`src/rtl/reg_file_scoreboard.sv`:
```
// Integer register file with a busy-bit scoreboard for in-order issue.
// Offers two bypassed read ports, one write-back port, and issue-stall detection.
module reg_file_scoreboard #(
  parameter int unsigned XLEN  = 32,
  parameter int unsigned NREGS = 32
) (
  input  logic            clk,
  input  logic            rst,
  input  logic [4:0]      rs1_addr,
  input  logic [4:0]      rs2_addr,
  output logic [XLEN-1:0] rs1_data,
  output logic [XLEN-1:0] rs2_data,
  input  logic            wb_en,
  input  logic [4:0]      wb_rd,
  input  logic [XLEN-1:0] wb_data,
  input  logic            issue_valid,
  input  logic            issue_writes,
  input  logic [4:0]      issue_rd,
  output logic            stall,
  output logic [5:0]      pending_count
);

  localparam int unsigned CW = 6;

  logic [XLEN-1:0]  regs_q [NREGS];
  logic [NREGS-1:0] busy_q;
  logic [NREGS-1:0] busy_d;
  logic [CW-1:0]    pending_q;
  logic [CW-1:0]    pending_d;

  logic wb_hit;
  logic rs1_hazard;
  logic rs2_hazard;
  logic waw_hazard;
  logic issue_set;

  assign wb_hit = wb_en && (wb_rd != 5'd0);

  // Read ports: x0 is hardwired to zero, a same-cycle write-back is forwarded.
  always_comb begin
    rs1_data = regs_q[rs1_addr];
    rs2_data = regs_q[rs2_addr];
    if (wb_hit && (wb_rd == rs1_addr)) rs1_data = wb_data;
    if (wb_hit && (wb_rd == rs2_addr)) rs2_data = wb_data;
    if (rs1_addr == 5'd0) rs1_data = '0;
    if (rs2_addr == 5'd0) rs2_data = '0;
  end

  // A register being written back this cycle is forwarded, so it never stalls.
  always_comb begin
    rs1_hazard = (rs1_addr != 5'd0) && busy_q[rs1_addr]
                 && !(wb_en && (wb_rd == rs1_addr));
    rs2_hazard = (rs2_addr != 5'd0) && busy_q[rs2_addr]
                 && !(wb_en && (wb_rd == rs2_addr));
    waw_hazard = issue_writes && (issue_rd != 5'd0) && busy_q[issue_rd]
                 && !(wb_en && (wb_rd == issue_rd));
    stall      = issue_valid && (rs1_hazard || rs2_hazard || waw_hazard);
    issue_set  = issue_valid && !stall && issue_writes && (issue_rd != 5'd0);
  end

  // Clear on write-back first so a same-index issue set takes priority.
  always_comb begin
    busy_d = busy_q;
    if (wb_hit)    busy_d[wb_rd]    = 1'b0;
    if (issue_set) busy_d[issue_rd] = 1'b1;
    busy_d[0] = 1'b0;
  end

  always_comb begin
    pending_d = '0;
    for (int unsigned i = 1; i < NREGS; i++) begin
      pending_d = pending_d + CW'(busy_d[i]);
    end
  end

  always_ff @(posedge clk) begin
    if (rst) begin
      for (int unsigned i = 0; i < NREGS; i++) begin
        regs_q[i] <= '0;
      end
      busy_q    <= '0;
      pending_q <= '0;
    end else begin
      if (wb_hit) regs_q[wb_rd] <= wb_data;
      busy_q    <= busy_d;
      pending_q <= pending_d;
    end
  end

  assign pending_count = pending_q;

endmodule
```
`config.mk`:
```
export PLATFORM = sky130hd
export DESIGN_NAME = reg_file_scoreboard
export DESIGN_NICKNAME = d
export VERILOG_FILES = /design/src/rtl/reg_file_scoreboard.sv
export SDC_FILE = /design/constraint.sdc
export NUM_CORES = 2
export LEC_CHECK = 0
export CAP_MARGIN = 25
export CELL_PAD_IN_SITES_DETAIL_PLACEMENT = 1
export CELL_PAD_IN_SITES_GLOBAL_PLACEMENT = 1
export CORE_MARGIN = 2
export CORE_UTILIZATION = 45
export CTS_CLUSTER_DIAMETER = 120
export DETAILED_ROUTE_END_ITERATION = 16
export PLACE_DENSITY_LB_ADDON = 0.15
export SYNTH_ARGS = -nofsm -noshare
export SYNTH_HDL_FRONTEND = slang
export SYNTH_SLANG_ARGS = --single-unit
export TNS_END_PERCENT = 100
```
`constraint.sdc`:
```
create_clock -name clk -period 8.3 [get_ports clk]
set_input_delay 1.245 -clock clk [delete_from_list [all_inputs] [get_ports clk]]
set_output_delay 1.245 -clock clk [all_outputs]
set_load 0.01 [all_outputs]
```
Word-level counts from Yosys, hierarchy flattened

Memory sizes are Yosys's and may differ from the RTL's.
Index checks and enable logic that the tools add are counted.

Register bits: 38
Bits in latches: 0
Bits in writable memories: 1024
ROM bits: 0
Output and inout port bits: 71
Word-level logic and storage cells: 102
Memories: 1

$add $sub $neg: 30
Multiply operators: 0
Divide/modulo/power cells: 0
Order comparisons: 6
Eq/ne operators: 3
Shifts and indexed selects: 0
Multiplexer cells: 24
Bitwise gates (word level): 3
Reductions and logical operators: 32

Memories:

| memory | words | width | rd ports | clocked after Yosys merged registers in | write ports | line | source |
|---|---|---|---|---|---|---|---|
| regs_q | 32    | 32    | 2        | 0                                       | 32          | 25   | `logic [XLEN-1:0] regs_q [NREGS];` |

Operators by type and width:

| cell                                                                                 | number |
|---|---|
| 32-bit 2-to-1 mux                                                                    | 7 |
| 6-bit by 1-bit adder with 6-bit output                                               | 25 |
| 32-bit AND                                                                           | 1 |
| 32-bit inverter                                                                      | 1 |
| 32-bit OR                                                                            | 1 |
| 32-bit OR reduction                                                                  | 1 |
| 5-bit by 6-bit < comparator with 1-bit output (second input constant)                | 4 |
| 5-bit nonzero test                                                                   | 4 |
| 1-bit logical AND                                                                    | 19 |
| 1-bit binary-select mux with 5-bit select                                            | 3 |
| 5-bit equality test                                                                  | 3 |
| 1-bit 2-to-1 mux                                                                     | 11 |
| 1-bit demux with 5-bit select                                                        | 2 |
| 5-bit by 1-bit greater-or-equal comparator with 1-bit output (second input constant) | 2 |
| 5-bit logical NOT                                                                    | 2 |
| 5-bit by 1-bit adder with 6-bit output                                               | 1 |
| 4-bit by 1-bit adder with 5-bit output                                               | 1 |
| 5-bit 2-to-1 mux                                                                     | 1 |
| 3-bit by 1-bit adder with 4-bit output                                               | 1 |
| 1-bit logical NOT                                                                    | 4 |
| 2-bit by 1-bit adder with 3-bit output                                               | 1 |
| 1-bit by 1-bit adder with 2-bit output                                               | 1 |
| 1-bit logical OR                                                                     | 2 |

Logic depth before layout (Yosys ltp)

Depth after elaboration: 42
Gate-level depth with buffers: 27

Worst setup path before layout

Ideal clock, no wire load.

Path type: input to register
From: input issue_rd[0]
To: register pending_q[4], in the netlist pending_count[4]
Setup time: 0.129 ns
Data arrival time: 7.790 ns
Data required time: 8.171 ns
Path slack: 0.380 ns
Stages: 24
Path buffers: 4
Cells stage by stage: buf_2 > buf_2 > mux4_2 > a211oi_1 > a31o_2 > buf_4 > nand4_2 > buf_2 > o31a_1 > fa_1 > inv_1 > fa_1 > inv_1 > fa_1 > inv_1 > fa_1 > fa_1 > fa_1 > fa_1 > fa_1 > a21o_1 > a21oi_1 > xor2_1 > nor2_1

Longest elaborated chain between the ends: 41
Elaborated cells on any way between the ends: 52

Ends and longest elaborated chain:

| element                                                                 | line   | source |
|---|---|---|
| from (decl)                                                             | 18     | `input logic [4:0] issue_rd,` |
| 1-bit binary-select mux with 5-bit select, or another cell as far along | 55     | `waw_hazard = issue_writes && (issue_rd != 5'd0) && busy_q[issue_rd]` |
| 1-bit 2-to-1 mux (not written as such), or another cell as far along    | 55     |  |
| 1-bit logical AND or 1-bit logical NOT (tied branches)                  | 55, 56 |  |
| 1-bit logical AND                                                       | 56     | `&& !(wb_en && (wb_rd == issue_rd));` |
| 1-bit logical OR                                                        | 57     | `stall = issue_valid && (rs1_hazard \|\| rs2_hazard \|\| waw_hazard);` |
| 1-bit logical AND                                                       | 57     |  |
| 1-bit logical NOT                                                       | 58     | `issue_set = issue_valid && !stall && issue_writes && (issue_rd != 5'd0);` |
| 1-bit logical AND (3 in series)                                         | 58     |  |
| 32-bit 2-to-1 mux (*)                                                   | 65     | `if (issue_set) busy_d[issue_rd] = 1'b1;` |
| 1-bit by 1-bit adder with 2-bit output                                  | 72     | `pending_d = pending_d + CW'(busy_d[i]);` |
| 2-bit by 1-bit adder with 3-bit output                                  | 72     |  |
| 3-bit by 1-bit adder with 4-bit output                                  | 72     |  |
| 4-bit by 1-bit adder with 5-bit output                                  | 72     |  |
| 5-bit by 1-bit adder with 6-bit output                                  | 72     |  |
| 6-bit by 1-bit adder with 6-bit output (24 in series)                   | 72     |  |
| 6-bit by 1-bit adder with 6-bit output (*)                              | 72     |  |
| to (signal assigned)                                                    | 86     | `pending_q <= pending_d;` |
| to (decl)                                                               | 28     | `logic [CW-1:0] pending_q;` |

Mark *: on every way between the ends. The rest lies on a longest branch, timed or not. The select of a mux whose other input is x is not followed.
A chain may end at the register's enable or synchronous reset.

Final worst setup path

Same ends and word-level chain as after synthesis.

==> impl_summary.txt <==
----------------------------------------------------
[Critical path]
  CP endpoint kind ... register
  Worst Reg2Reg Path Length in Cells ... 20
  Reg-to-reg setup timing slack ... 0.95 ns
  Worst reg2reg path endpoint ... pending_count[4]
  Crit path kind ... primary input to register
  Data required time of the critical path ... 8.90 ns
  Crit start category ... primary input
  Arrival time reported for the critical path endpoint ... 8.49 ns
  Maximum fanout count along the critical path ... 12
  Startpoint of the worst register-to-register path ... busy_q[8]

[Layout]
  Fin area ... 0.0661 sq mm
  Net count reported at finish ... 3901
  Final instance count without filler cells ... 5672
  Area added between synthesis and finish ... 13.0%
  Number of fill cells in the layout ... 12.1k
  Share of cells above drive strength 1 ... 27.3%
  Register Area ... 0.0315 sq mm
  Area taken by multi-input logic gates ... 0.0258 sq mm

[CTS]
  Source-to-sink clock delay at the later pin of the worst-skew pair ... 0.75 ns
  CTS Hold Buffers Added ... 0
  Root buffer selected by CTS ... sky130_fd_sc_hd__clkbuf_16
  Maximum level of the CTS H-tree ... 3
  Maximum buffer depth of the clock tree ... 3
  Post-CTS Setup Inserts ... 0
  Resize count post-CTS ... 0
  Clock buffer count from CTS ... 119
  Clock transition at the registers of the reported paths ... 0.06 ns
  Clock tree from TritonCTS ... yes
  Number of sinks on the clock net ... 1061

[Global route]
  Global route overflow ... 0
  Most used routing layer ... met2
  Met1 usage in global routing ... 45.5%
  Maximum number of pins on one net before global-route repair ... 147
  Initial antenna violation count ... 28
  First-pass GRT wire length ... 306000 microns
  Global-route track usage on met3 ... 6.82%
  Number of global-route vias before repair ... 39.2k
  Met2 Use GR ... 53.3%
  GRT Resource Usage Total ... 33.4%

[Logic synthesis]
  Predominant post-synthesis flop cell ... sky130_fd_sc_hd__edfxtp_1
  Number of flip-flops and latches in the synthesized netlist ... 1061
  Mean instance size in the synthesized netlist ... 15.5 sq um
  Cell area after technology mapping ... 0.0585 sq mm
  Count of cell types in the netlist ... 61
  Number of flops mapped to enable cells by yosys ... 1024
  Cells after synthesis ... 3783
  Share of synthesized registers carrying an async set or reset ... 0%
  Sequential-to-total area share from yosys stat ... 53.8%
  Warning count from the yosys run ... 0

[Power]
  Combinational share of power ... 13.6%
  Static Leak ... 22.4 nW
  IR drop worst, VDD ... 0.175 mV
  Clock network power share ... 39.1%
  Total internal power ... 0.00992 W
  Share of power burned in registers ... 47.3%
  Pwr Density ... 202 mW/mm^2
  Switching part of the total power ... 25.7%
  Post-layout power ... 0.0134 W
  Switching Power ... 0.00344 W

[STA]
  Hold Fails Final Rpt ... 0
  Transition time of the tightest slew-check pin ... 1.33 ns
  Final cycle utilization of the critical path ... 95.2%
  Final setup violating endpoints ... 0
  Worst slew margin relative to its limit ... 11.4%
  Setup ws final ... 0.402 ns
  Minimum hold slack ... 0.638 ns
  Clk_skew ... 0.0123 ns
  Unrepaired setup endpoints after global routing ... no
  Final max-slew violation count ... 0
  Achievable clock frequency ... 127 MHz
  Final period demand of the worst path ... 7.90 ns

[Die]
  Overall die area ... 0.133 sq mm
  Die height ... 365 microns
  Core area ... 0.129 sq mm
  Horizontal die dimension ... 365 microns
  Site Rows ... 132
  Boundary pin count ... 128
  Initial standard-cell utilization of the core ... 45.2%

[Routing]
  DRC violations left ... 0
  Detailed-router iteration count before antenna repair ... 5
  Wire length reported by the detailed router ... 220000 microns
  WL/cell ... 38.9 microns
  Detailed-route via count ... 37.9k
  Final ANT Viol Nets ... 0
  Average vias per placed instance ... 6.69
  Detailed Route Iter0 Violations ... 5449

[Outcome]
  Status ... completed

[Place]
  Weighted congestion reported at the end of routability-driven placement ... 0.870
  Cell area reported after detailed placement ... 0.0622 sq mm
  HPWL Detailed ... 123000 microns
  Port buffer count ... 127
  Worst slack, placed ... -0.390 ns
  Instance count after placement with tap cells included ... 5431

[Hold path]
  Worst hold path cell count ... 2
  Worst hold start ... busy_q[5]
  Terminating pin of the worst hold path ... busy_q[5]
  Path class of the lowest-slack min-delay path ... register to register

[Run]
  Number of max-capacitance violations reported ... 0

----------------------------------------------------
[synth_stat cells (25+ instances only)]
library cell | count | area share, %
sky130_fd_sc_hd__buf_2 | 61 | 0.52
sky130_fd_sc_hd__and2_1 | 995 | 11
sky130_fd_sc_hd__nand3_1 | 25 | 0.21
sky130_fd_sc_hd__inv_1 | 30 | 0.19
sky130_fd_sc_hd__clkbuf_1 | 300 | 1.9
sky130_fd_sc_hd__nand2_1 | 33 | 0.21
sky130_fd_sc_hd__nor2b_1 | 30 | 0.32
sky130_fd_sc_hd__dfxtp_1 | 37 | 1.3
sky130_fd_sc_hd__a211oi_1 | 94 | 1.2
sky130_fd_sc_hd__mux2i_1 | 93 | 1.6
sky130_fd_sc_hd__edfxtp_1 | 1024 | 53
sky130_fd_sc_hd__nor2_1 | 114 | 0.73
sky130_fd_sc_hd__mux4_2 | 635 | 24
sky130_fd_sc_hd__buf_1 | 35 | 0.22
[power groups by stage]
stage | logic [W] | clock network [W] | registers [W]
2_1_floorplan | 0.00108 | 0 | 0.00636
3_3_place_gp | 0.00177 | 0 | 0.00638
3_5_place_dp | 0.00179 | 0 | 0.00642
4_1_cts | 0.00180 | 0.00528 | 0.00631
5_1_grt | 0.00188 | 0.00546 | 0.00635
6_report | 0.00182 | 0.00522 | 0.00632
[placed cells by master (no fill, tap or decap), drive strengths merged, types with 25 or more instances in the layout]
| master | instances |
|---|---|
| nor2 | 114 |
| buf | 174 |
| conb | 32 |
| mux4 | 635 |
| nand3 | 25 |
| dfxtp | 37 |
| and2 | 995 |
| nor2b | 30 |
| clkinv | 63 |
| a211oi | 94 |
| clkdlybuf4s50 | 116 |
| o21ai | 31 |
| nand2 | 33 |
| clkbuf | 142 |
| edfxtp | 1024 |
| inv | 35 |
| mux2i | 93 |
[cell type report]
type / count / share of cell area [%]
Multi-Input combinational cell: 2311 / 39.0
Sequential cell: 1061 / 47.6
Inverter: 30 / 0.170
Antenna cell: 14 / 0.0530
Tap cell: 1742 / 3.30
Clock buffer: 141 / 4.66
Timing Repair Buffer: 291 / 4.12
Clock inverter: 82 / 1.03
[state kept, by name, indices dropped and copies added (netlist names)]
| name | cells |
|---|---|
| regs_q | 1024 |
| busy_q | 31 |
| pending_count | 6 |
[metal layers]
metal | wire [microns] | vias up | part of all wire (%)
met2 | 105000 | 2399 | 48
met4 | 8740 | 2 | 4.0
li1 | - | 14700 | -
met3 | 23300 | 448 | 11
met1 | 83400 | 20400 | 38
met5 | 7 | - | 0.0032
[cell families after synthesis]
logic type	synth area share, %
DFF	53.8
and+or+nand+nor	12.9
muxes	26.1
other	0.00641
buffers and inverters	3.08
adders and majority gates	0.937
xor gates and xnor gates	0.269
AOI/OAI and AO/OA	2.81
[how the worst max path moves through the flow]
stage	startpoint	to	cells after the start
2_1_floorplan	issue_rd[0]	pending_count[4]	24
3_3_place_gp	issue_rd[0]	pending_count[4]	22
3_5_place_dp	issue_rd[0]	pending_count[4]	22
4_1_cts	issue_rd[0]	pending_count[4]	22
5_1_grt	issue_rd[0]	pending_count[4]	22
6_report	issue_rd[0]	pending_count[4]	22
[metrics by stage]
step | util (%) | TNS, ns
2_1_floorplan | - | 0
3_3_place_gp | 48.0 | -0.391
3_5_place_dp | 48.1 | -0.535
4_1_cts | 51.0 | 0
5_1_grt | 51.1 | 0
6_report | 51.1 | 0
[critical path, stage by stage]
cell and delay (ns):
sky130_fd_sc_hd__clkdlybuf4s50_1 0.46, sky130_fd_sc_hd__buf_4 0.16, sky130_fd_sc_hd__mux4_2 0.51, sky130_fd_sc_hd__a32o_1 0.28, sky130_fd_sc_hd__a211oi_1 0.23, sky130_fd_sc_hd__a31o_2 0.23
sky130_fd_sc_hd__nand4_2 0.23, sky130_fd_sc_hd__buf_4 0.27, sky130_fd_sc_hd__o31a_1 0.32, sky130_fd_sc_hd__fa_1 0.57, sky130_fd_sc_hd__fa_1 0.45, sky130_fd_sc_hd__fa_1 0.50
sky130_fd_sc_hd__inv_1 0.05, sky130_fd_sc_hd__fa_1 0.54, sky130_fd_sc_hd__fa_1 0.44, sky130_fd_sc_hd__fa_1 0.49, sky130_fd_sc_hd__fa_1 0.46, sky130_fd_sc_hd__fa_1 0.47
sky130_fd_sc_hd__a21o_1 0.20, sky130_fd_sc_hd__a21oi_1 0.17, sky130_fd_sc_hd__xor2_1 0.16, sky130_fd_sc_hd__nor2_1 0.06
(Power assumes the default switching activity.)
